==> src/rtl/xaui_rx_deskew.sv <==
// xaui_rx_deskew: removes inter-lane skew on the 4-lane XAUI rx bus using ||A|| columns, runs LOSS/HUNT/ALIGNED.
// Latency: 1 + tap_i cycles per lane (tap_i = 0..MAX_SKEW-1, learned in HUNT); link_up follows state directly.
// Backpressure: none; one word per mgt_clk in and out, rx_valid qualifies the output word.
// Ports: mgt_rxdata/rxcharisk/codevalid/syncok/rxlock from the MGTs; mgt_enable_align and mgt_enchansync back to them;
//        rx_data/rx_charisk/rx_valid/link_up/code_err_cnt to the 10GbE/XAUI core.
module xaui_rx_deskew #(
  parameter int MAX_SKEW   = 4,
  parameter int ALIGN_LOSS = 4,
  parameter int SYNC_WAIT  = 64
) (
  input  logic        mgt_clk,
  input  logic        reset,
  input  logic [63:0] mgt_rxdata,
  input  logic [7:0]  mgt_rxcharisk,
  input  logic [7:0]  mgt_codevalid,
  input  logic [3:0]  mgt_syncok,
  input  logic [3:0]  mgt_rxlock,
  output logic [3:0]  mgt_enable_align,
  output logic        mgt_enchansync,
  output logic [63:0] rx_data,
  output logic [7:0]  rx_charisk,
  output logic        rx_valid,
  output logic        link_up,
  output logic [15:0] code_err_cnt
);
  localparam int TW = $clog2(MAX_SKEW);
  localparam int SW = (SYNC_WAIT > 1) ? $clog2(SYNC_WAIT) : 1;
  localparam int BW = $clog2(ALIGN_LOSS + 1);
  localparam logic [7:0] K28_3 = 8'h7C;

  typedef enum logic [1:0] {LOSS, HUNT, ALIGNED} state_t;
  typedef struct packed {
    logic [15:0] d;
    logic [1:0]  k;
    logic [1:0]  cv;
  } lane_t;

  state_t        state;
  lane_t         in_lane [4];
  lane_t         dl      [4][MAX_SKEW-1];
  lane_t         dly     [4];
  logic [TW-1:0] tap     [4];
  logic [TW-1:0] off     [4];
  logic [TW-1:0] off_n   [4];
  logic [TW-1:0] w, wn, hmax;
  logic          hunting;
  logic [3:0]    got, got_n;
  logic [SW-1:0] stab_cnt;
  logic [BW-1:0] bad_cnt;
  logic [3:0]    a_in, a_dly;
  logic          b1_in, b1_dly;
  logic [63:0]   dly_data;
  logic [7:0]    dly_k;
  logic [3:0]    n_err;
  logic [16:0]   err_sum;
  logic          link_loss, dup, bad_col, good_col, leave;

  always_comb begin
    a_in     = '0;
    a_dly    = '0;
    b1_in    = 1'b0;
    b1_dly   = 1'b0;
    n_err    = '0;
    dly_data = '0;
    dly_k    = '0;
    for (int i = 0; i < 4; i++) begin
      in_lane[i] = '{d: mgt_rxdata[16*i +: 16], k: mgt_rxcharisk[2*i +: 2], cv: mgt_codevalid[2*i +: 2]};
      // tap 0 bypasses the delay line; tap n reads the n-th stage
      dly[i] = (tap[i] == '0) ? in_lane[i] : dl[i][tap[i] - TW'(1)];
      a_in[i]  = in_lane[i].k[0] && (in_lane[i].d[7:0] == K28_3);
      a_dly[i] = dly[i].k[0] && (dly[i].d[7:0] == K28_3);
      b1_in    = b1_in  | (in_lane[i].k[1] && (in_lane[i].d[15:8] == K28_3));
      b1_dly   = b1_dly | (dly[i].k[1] && (dly[i].d[15:8] == K28_3));
      dly_data[16*i +: 16] = dly[i].d;
      dly_k[2*i +: 2]      = dly[i].k;
      n_err = n_err + {3'b000, ~dly[i].cv[0]} + {3'b000, ~dly[i].cv[1]};
    end
  end

  // Hunt bookkeeping: offsets are window positions at which each lane's A arrived.
  always_comb begin
    link_loss = ~&{mgt_syncok, mgt_rxlock};
    dup       = hunting & |(a_in & got);
    wn        = hunting ? w + TW'(1) : '0;
    got_n     = (hunting ? got : 4'h0) | a_in;
    hmax      = '0;
    for (int i = 0; i < 4; i++) begin
      off_n[i] = (a_in[i] && !(hunting && got[i])) ? wn : off[i];
      if (off_n[i] > hmax) hmax = off_n[i];
    end
    bad_col  = b1_dly | (|a_dly & ~&a_dly);
    good_col = &a_dly & ~b1_dly;
    leave    = link_loss | (bad_col && (bad_cnt == BW'(ALIGN_LOSS - 1)));
    err_sum  = {1'b0, code_err_cnt} + 17'(n_err);
  end

  // Delay lines shift unconditionally so they are full of live data when taps load.
  always_ff @(posedge mgt_clk) begin
    if (reset) begin
      for (int i = 0; i < 4; i++)
        for (int k = 0; k < MAX_SKEW - 1; k++) dl[i][k] <= '0;
    end else begin
      for (int i = 0; i < 4; i++) begin
        dl[i][0] <= in_lane[i];
        for (int k = 1; k < MAX_SKEW - 1; k++) dl[i][k] <= dl[i][k-1];
      end
    end
  end

  always_ff @(posedge mgt_clk) begin
    if (reset) begin
      state        <= LOSS;
      stab_cnt     <= '0;
      hunting      <= 1'b0;
      w            <= '0;
      got          <= '0;
      bad_cnt      <= '0;
      rx_valid     <= 1'b0;
      rx_data      <= '0;
      rx_charisk   <= '0;
      code_err_cnt <= '0;
      for (int i = 0; i < 4; i++) begin
        off[i] <= '0;
        tap[i] <= '0;
      end
    end else begin
      if (state == ALIGNED && !leave) begin
        rx_valid   <= 1'b1;
        rx_data    <= dly_data;
        rx_charisk <= dly_k;
      end else begin
        rx_valid   <= 1'b0;
        rx_data    <= '0;
        rx_charisk <= '0;
      end
      if (state == ALIGNED) code_err_cnt <= err_sum[16] ? 16'hFFFF : err_sum[15:0];

      if (link_loss) begin
        state    <= LOSS;
        stab_cnt <= '0;
        hunting  <= 1'b0;
        got      <= '0;
      end else begin
        case (state)
          LOSS: begin
            if (stab_cnt == SW'(SYNC_WAIT - 1)) begin
              state    <= HUNT;
              stab_cnt <= '0;
            end else begin
              stab_cnt <= stab_cnt + SW'(1);
            end
          end
          HUNT: begin
            if (b1_in || dup) begin
              hunting <= 1'b0;
              got     <= '0;
            end else if (hunting || |a_in) begin
              if (&got_n) begin
                for (int i = 0; i < 4; i++) tap[i] <= hmax - off_n[i];
                state   <= ALIGNED;
                hunting <= 1'b0;
                got     <= '0;
                bad_cnt <= '0;
              end else if (hunting && wn == TW'(MAX_SKEW - 1)) begin
                hunting <= 1'b0;
                got     <= '0;
              end else begin
                hunting <= 1'b1;
                got     <= got_n;
                w       <= wn;
                for (int i = 0; i < 4; i++) off[i] <= off_n[i];
              end
            end
          end
          ALIGNED: begin
            if (bad_col) begin
              if (bad_cnt == BW'(ALIGN_LOSS - 1)) begin
                state   <= HUNT;
                bad_cnt <= '0;
              end else begin
                bad_cnt <= bad_cnt + BW'(1);
              end
            end else if (good_col) begin
              bad_cnt <= '0;
            end
          end
          default: state <= LOSS;
        endcase
      end
    end
  end

  assign link_up          = (state == ALIGNED);
  assign mgt_enable_align = link_up ? 4'h0 : 4'hF;
  assign mgt_enchansync   = 1'b0;

endmodule

==> config.mk <==
export PLATFORM = sky130hd
export DESIGN_NAME = xaui_rx_deskew
export DESIGN_NICKNAME = d
export VERILOG_FILES = /design/src/rtl/xaui_rx_deskew.sv
export SDC_FILE = /design/constraint.sdc
export NUM_CORES = 1
export LEC_CHECK = 0
export ABC_CLOCK_PERIOD_IN_PS = 7900
export BUFFER_PORTS_ARGS = -buffer_cell sky130_fd_sc_hd__buf_2
export CAP_MARGIN = 30
export CORE_MARGIN = 5
export CORE_UTILIZATION = 48
export CTS_BUF_LIST = sky130_fd_sc_hd__clkbuf_2
export DETAILED_ROUTE_END_ITERATION = 8
export PLACE_DENSITY = 0.68
export SLEW_MARGIN = 20
export SYNTH_ARGS = -nofsm -noshare
export SYNTH_HDL_FRONTEND = slang
export SYNTH_SLANG_ARGS = --single-unit
export TNS_END_PERCENT = 1
==> constraint.sdc <==
create_clock -name mgt_clk -period 7.9 [get_ports mgt_clk]
set_input_delay 0 -clock mgt_clk [delete_from_list [all_inputs] [get_ports mgt_clk]]
set_output_delay 0 -clock mgt_clk [all_outputs]
set_load 0.005 [all_outputs]
==> metrics.cfg, run 1 <==
[timing]
fin_ws_ps=1926
fin_skew_ps=88.76
rsz0062_at_grt=no
holdWs_ps=107.9
min_period_ps=5974
max_freq_mhz=167.4
tightest_slew_ps=969.5
maxSlewViolCount=0
fin_setup_tns_ps=0
relSlewSlack_pct=33.70
finalCritPeriodShare_pct=75.62
setup_viol=0
finalHoldViolCount=0

[clocking]
clk_path_buf_depth=3
h-tree-depth=3
cts_tree=yes
clock_latency_ps=920
ctsResizeCount=0
clk_pin_slew_ps=110
clk_root_buffer_cell=clkbuf_2
cts_sinks=363
post_cts_buffers=0
cts_buffers=92
ctsHoldBuffers=169

[synthesis]
yosysTopAreaCell=dfxtp_1
synth_top_area_share_pct=47.61
synth_seq_cells=363
synth_nets=1588
synth.distinct_cells=71
ys_warn_count=0
ys_top_cells_by_area=dfxtp_1 (48%), nor2b_1 (11%), mux2_2 (4.4%), edfxtp_1 (3.3%), nor2_1 (3.0%)
syn_avg_cell_area_um2=9.939
postSynth.asyncResetShare_pct=0
synth_top_flop_cell=dfxtp_1
synthCells=1468
ys_seq_area_share_pct=50.90
synth_enable_flop_cells=16
syn-cell-area_um2=14590

[critical_path]
r2r_end=code_err_cnt[5]
start_kind=flip-flop
critPathArrivalTime_ps=6760
worstRegToRegCells=20
rrSetupSlack_ps=1930
endpoint=code_err_cnt[5]
crit_fanout=29
worst-setup-path-type=reg2reg
r2r-start=tap[0][0]
critPathLaunch=tap[0][0]
crit_path_end_kind=flip-flop
required_ps=8690

[grt]
grt_pass1_vias=12230
grt_max_degree=155
grt_usage_pct=21.96
grt_overflow=0
grt_pass1_wl_um=61510
grt_antenna_before_repair=1

[die]
die_w_um=184.3
die_area_um2=33980
rows=63
die-height_um=184.3
start_util_pct=48.97
coreArea_um2=29800
io_pins=185

[route]
dr_wl_met3_um=1963
drt_iter0_drc=648
ant_nets=0
wl_met1_um=16960
vias=11980
wl_met2_um=18170
dr.pass1.iters=5
via_per_inst=5.219
wl_per_cell_um=16.64
wl_um=38200
routed.top_layer=met4
drc=0

[finish]
instances_no_fill=2295
drive_gt1_share_pct=22.90
nets=1961
post-route-util_pct=61.47
area_growth_pct=25.53
fillers=2551
finalInstanceArea_um2=18320

[job]
maxCapViolations=0

[power]
finalPower_mw=3.569
irDropWorstVdd_v=0.0001017
leakagePower_nw=7.656
powerDensity_nw_per_um2=194.9

[placed_design]
gp_congestion=0.8128
place_inst=1963
io_buffers=183
dp_hpwl_um=23880
post_dp_cell_area_um2=15730
dp_slack_ps=2028

[status]
status=complete, no violations

[hold_path]
hp-class=in2reg

logic make-up after synthesis:
group / synth area share, %
adder cells (fa/ha/maj): 2.830
multiplexers: 6.543
flip-flops: 50.90
AO/OA/AOI/OAI: 11.95
buffers and inverters: 3.945
XOR/XNOR: 1.381
AND/OR/NAND/NOR: 22.42
other: 0.02570
layer usage:
metal	track usage, %	vias to the layer above
li1	-	5859
met1	28.49	5713
met2	36.25	300
met3	4.026	106
met4	9.051	0
met5	0	-
synthesized netlist by cell type (all sizes together) (8+ instances only):
master	count
nor2	118
nor3	35
or3	9
buf	29
nor2b	254
mux2	59
nand2b	12
mux2i	29
xnor2	11
a22oi	19
xor2	12
nand2	64
nor3b	9
edfxtp	16
a221o	19
o21ai	41
dfxtp	347
and3	8
ha	25
nand4	15
a221oi	22
o211ai	12
a211oi	9
a21oi	66
o2bb2ai	10
nand3	18
inv	43
clkbuf	65
or4	11
placed cells by master (no fill, tap or decap), types with 7 or more instances in the layout:
| cell | Yosys | final |
|---|---|---|
| dfxtp_1 | 347 | 347 |
| o21ai_0 | 40 | 40 |
| or3_1 | 9 | 9 |
| a22oi_1 | 19 | 19 |
| nand4_1 | 15 | 15 |
| nor2b_1 | 254 | 254 |
| nor3_2 | 16 | 16 |
| edfxtp_1 | 16 | 16 |
| or4_1 | 10 | 10 |
| a211o_1 | 7 | 7 |
| nand2_1 | 64 | 64 |
| nand3_1 | 18 | 18 |
| clkinv_2 | 0 | 7 |
| clkinv_1 | 0 | 11 |
| xor2_1 | 12 | 12 |
| clkbuf_2 | 0 | 132 |
| nand2b_1 | 12 | 12 |
| buf_4 | 4 | 15 |
| inv_1 | 43 | 43 |
| mux2_2 | 57 | 57 |
| dlygate4sd3_1 | 0 | 172 |
| buf_2 | 13 | 182 |
| o211ai_1 | 11 | 11 |
| a221oi_1 | 22 | 22 |
| mux2i_1 | 29 | 29 |
| nor2_1 | 117 | 117 |
| nor3_1 | 19 | 19 |
| and3_1 | 8 | 8 |
| ha_1 | 25 | 25 |
| o2bb2ai_1 | 10 | 10 |
| a21oi_1 | 66 | 66 |
| xnor2_1 | 11 | 11 |
| nor3b_1 | 7 | 7 |
| a221o_1 | 19 | 19 |
layout make-up:
cell class	count	area (µm²)	area share, %
Inverter	43	161.4	0.8813
Antenna cell	1	2.502	0.01366
Clock inverter	25	153.9	0.8403
Sequential cell	363	7427	40.55
Clock buffer	132	660.6	3.607
Timing Repair Buffer	373	2834	15.47
Tap cell	390	488.0	2.664
Multi-Input combinational cell	968	6588	35.97
worst max-delay path, stage by stage (launching register included):
cell and delay (ps):
edfxtp_1 730, inv_1 390, ha_1 390, buf_4 360, mux2i_1 240, nor2_1 60, a21oi_1 120, o21ai_0 110
fa_1 540, inv_1 70, fa_1 500, fa_1 580, fa_1 200, inv_1 60, fa_1 380, nor2b_1 150
o21ai_0 90, nand2b_1 100, and4_1 320, nand2_1 270, a21oi_1 240
worst min-delay path by stage:
stage,from,endpoint,cells past startpoint
2_1_floorplan,mgt_rxdata[48],dl[3][44],2
6_report,mgt_rxdata[10],rx_data[10],4
4_1_cts,mgt_rxdata[10],rx_data[10],4
3_3_place_gp,mgt_codevalid[7],dl[3][41],2
3_5_place_dp,mgt_rxdata[51],dl[3][47],2
5_1_grt,mgt_rxdata[11],rx_data[11],5
power by group:
group / internal, mW / leakage [nW] / total, mW / switching, mW
Combinational: 0.202 / 4.04 / 0.406 / 0.204
Clock: 0.484 / 0.616 / 1.24 / 0.759
Sequential: 1.89 / 2.99 / 1.92 / 0.0271
sequential cells by signal, summed over array words and instances (netlist names):
name,count
code_err_cnt,16
hunting,1
rx_charisk,8
dl,240
w,2
state,2
rx_valid,1
tap,8
off,8
got,4
rx_data,64
bad_cnt,3
stab_cnt,6
No activity file was read; power rests on OpenSTA's default activity.
==> inputs of run 2 (changes only) <==
- ABC_AREA: not set -> 1
- ABC_CLOCK_PERIOD_IN_PS: 7900 -> 5600
- clock period: 7.9 -> 5.6 ns (I/O delays scaled with it)
==> run 2 against run 1 <==
  * Clock skew is 4.2 ps lower
  * Wire length is 8.2% higher
  * Synthesized cell count is 47% higher
  * First-iteration DRC count is 66% higher
  * Flip-flop and latch count stayed put
  * Setup slack worse by 1500 ps
  * Utilization is 0.30 points higher
  * Final area is 6.4% higher
  * Largest cell class unchanged
==> metrics.cfg, run 2 <==
[critical_path]
critPathArrivalTime_ps=6000  ; was 6760 ps
crit_cells=20  ; unchanged
timing.critical_path.mode_cell=fa_1  ; unchanged
crit_path_end_kind=flip-flop  ; unchanged
crit_fanout=33  ; was 29
required_ps=6420  ; was 8690 ps
cp_top_family=adder cells  ; unchanged
worst-setup-path-type=reg2reg  ; unchanged
slowest_stage=fa_1  ; was edfxtp_1
cp.buffers_inverters=5  ; was 4
start_kind=flip-flop  ; unchanged
worstRegToRegCells=20  ; unchanged
slowest_delay_ps=580  ; was 730 ps
critical_path.cell_chain=buf_4, o21ai_0, o32ai_1, fa_1, inv_1, fa_1, fa_1, fa_1, inv_1, fa_1, o21ai_1, inv_1, nor3_1, nand2_1, nor2_1, inv_1, nor2_1, nand2_1, or2_2, a21oi_1  ; was inv_1, ha_1, buf_4, mux2i_1, nor2_1, a21oi_1, o21ai_0, fa_1, inv_1, fa_1, fa_1, fa_1, inv_1, fa_1, nor2b_1, o21ai_0, nand2b_1, and4_1, nand2_1, a21oi_1

[timing]
rsz0062_at_grt=no  ; unchanged
tightest_slew_ps=909.0  ; was 969.5 ps
finalCritPeriodShare_pct=92.45  ; was 75.62%
maxSlewViolCount=0  ; unchanged
fin_ws_ps=422.8  ; was 1926 ps
setup_viol=0  ; unchanged
max_freq_mhz=193.2  ; was 167.4 MHz
relSlewSlack_pct=39.40  ; was 33.70%
fin_setup_tns_ps=0  ; unchanged
finalHoldViolCount=0  ; unchanged
fin_skew_ps=84.54  ; was 88.76 ps
min_period_ps=5177  ; was 5974 ps

[power]
switching_power_mw=1.419  ; was 989.5 µW
powerDensity_nw_per_um2=260.3  ; was 194.9 nW/µm²
internal_power_mw=3.655  ; was 2.580 mW
power_frac_clock_pct=35.4  ; was 34.8%
switching_share_pct=27.96  ; was 27.73%
power_frac_seq_pct=53.0  ; was 53.8%
leakagePower_nw=9.740  ; was 7.656 nW
irDropWorstVdd_v=0.0001458  ; was 0.0001017 V
combPwrFrac_pct=11.6  ; was 11.4%

[hold_path]
hp-class=in2reg  ; unchanged
hold_depth=6  ; was 4

[grt]
grt_pass1_wl_um=68020  ; was 61510 µm
grt_usage_pct=22.68  ; was 21.96%
grt_max_degree=88  ; was 155
grt_pass1_vias=14460  ; was 12230
grt_overflow=0  ; unchanged
grt_antenna_before_repair=2  ; was 1

[die]
io_pins=185  ; unchanged
rows=65  ; was 63
die_area_um2=35580  ; was 33980 µm²
die-height_um=188.6  ; was 184.3 µm
coreArea_um2=31560  ; was 29800 µm²
start_util_pct=48.54  ; was 48.97%
die_w_um=188.6  ; was 184.3 µm

[synthesis]
synth.distinct_cells=45  ; was 71
syn-cell-area_um2=15320  ; was 14590 µm²
synth_top_flop_cell=dfxtp_1  ; unchanged
syn_avg_cell_area_um2=7.085  ; was 9.939 µm²
yosysTopAreaCell=dfxtp_1  ; unchanged
synth_nets=2282  ; was 1588
ys_seq_area_share_pct=48.49  ; was 50.90%
ys_warn_count=0  ; unchanged
synth.most_common_cell=nor2_1  ; was dfxtp_1
synth_seq_cells=363  ; unchanged
synth_enable_flop_cells=16  ; unchanged
synth_common_cells=nor2_1 (496), nand2_1 (404), inv_1 (374)  ; was dfxtp_1 (347), nor2b_1 (254), nor2_1 (117)
synth_xor_area_share_pct=0.4574  ; was 1.381%
synth_top_family_by_area=simple AND/OR/NAND/NOR gates  ; unchanged
synthAdderAreaFrac_pct=2.696  ; was 2.830%
postSynth.asyncResetShare_pct=0  ; unchanged
synthMuxAreaShare_pct=0  ; was 6.543%
yosys.area_share.simple_pct=29.98  ; was 22.42%
synthCells=2162  ; was 1468
synth-compound-area-share_pct=5.873  ; was 11.95%
ys_top_cells_by_area=dfxtp_1 (45%), nor2_1 (12%), nand2_1 (9.9%), inv_1 (9.2%), nand3_1 (4.3%)  ; was dfxtp_1 (48%), nor2b_1 (11%), mux2_2 (4.4%), edfxtp_1 (3.3%), nor2_1 (3.0%)
synth_top_area_share_pct=45.35  ; was 47.61%

[placed_design]
dp_hpwl_um=26100  ; was 23880 µm
place_inst=2681  ; was 1963
dp_slack_ps=292.9  ; was 2028 ps
io_buffers=183  ; unchanged
gp_congestion=0.8811  ; was 0.8128

[finish]
final_common_cell=nor2_1  ; was dfxtp_1
mostFrequentLayoutCells=nor2_1 (496), nand2_1 (404), inv_1 (374)  ; was dfxtp_1 (347), nor2b_1 (254), buf_2 (182)
area_growth_pct=27.26  ; was 25.53%
largest_reg_flops=240  ; unchanged
top_register=dl  ; unchanged
drive_gt1_share_pct=14.86  ; was 22.90%
reg.largest.list=dl x240, rx_data x64, code_err_cnt x16  ; unchanged
nets=2713  ; was 1961
instances_no_fill=3062  ; was 2295

[route]
drc=0  ; unchanged
wl_per_cell_um=13.49  ; was 16.64 µm
ant_nets=0  ; unchanged
wl_um=41320  ; was 38200 µm
vias=14780  ; was 11980
drt_iter0_drc=1074  ; was 648
dr.pass1.iters=6  ; was 5
via_per_inst=4.827  ; was 5.219

[clocking]
cts_buffers=94  ; was 92
clk_pin_slew_ps=100  ; was 110 ps
h-tree-depth=3  ; unchanged
cts_tree=yes  ; unchanged
cts_sinks=363  ; unchanged
clk_root_buffer_cell=clkbuf_2  ; unchanged
clock_latency_ps=920  ; about the same
clk_path_buf_depth=3  ; unchanged

[job]
maxCapViolations=0  ; unchanged

[status]
status=complete, no violations  ; unchanged

## run 2: stage by stage
stage	hold slack (ps)	cell area (µm²)	power, mW	utilization [%]
final	104.4	19490	5.073	61.77
after detailed placement	239.6	16450	3.209	52.14
after floorplan	107.0	15320	3.068	-
after global placement	234.3	16450	3.199	52.14
after global routing	76.58	19490	5.367	61.77
after CTS	2.258	19460	5.135	61.68
## run 2: path summary, 6_finish.rpt
kind                                     start                to  slack (ps)
worst max-delay path                 tap[1][0]  code_err_cnt[14]         420
worst min-delay path            mgt_rxdata[45]       rx_data[45]         100
worst max register to register       tap[1][0]  code_err_cnt[14]         420
worst min register to register       dl[2][47]         dl[2][27]         370
## run 2: tightest hold or removal path: stages
cell and delay, ps:
dlygate4sd3_1 530, buf_2 140, nor2_1 100, a21oi_1 60, inv_1 60, nor2_2 40
## run 2: power groups by stage
stage / Clock [mW] / Combinational [mW] / Sequential, mW
detailed placement: 0 / 0.460 / 2.75
finish: 1.79 / 0.589 / 2.69
floorplan: 0 / 0.325 / 2.74
global placement: 0 / 0.452 / 2.75
CTS: 1.87 / 0.579 / 2.69
global route: 2.01 / 0.661 / 2.70
## run 2: kinds of logic (layout without fill, tap and decap cells)
| family | after synthesis | in the layout |
|---|---|---|
| buffers and inverters | 473 | 969 |
| DFF | 363 | 363 |
| other | 1 | 3 |
| adders and majority gates | 30 | 30 |
| xor gates and xnor gates | 8 | 8 |
| AOI/OAI and AO/OA | 166 | 166 |
| and+or+nand+nor | 1121 | 1121 |
## run 2: per-layer routing
metal,up-vias,routed length (µm),GRT usage (%)
met2,500,19050,37.33
met3,82,2791,5.132
met4,0,1090,8.772
li1,7436,-,-
met1,6763,18390,29.14
met5,-,0,0
## run 2: layout make-up
type                            count  area [µm²]
Inverter                          382        1434
Fill cell                        2850       12060
Clock inverter                     26       162.7
Timing Repair Buffer              426        3302
Multi-Input combinational cell   1326        5983
Antenna cell                        2       5.005
Tap cell                          402       503.0
Sequential cell                   363        7427
Clock buffer                      135       675.6
## run 2: timing repair
item | CTS | global route
gates resized for setup | 0 | 2
endpoints found under the setup margin | 0 | 1
hold buffers | 217 | 0
buffers inserted | 0 | 0
endpoints found under the hold margin | 293 | 0
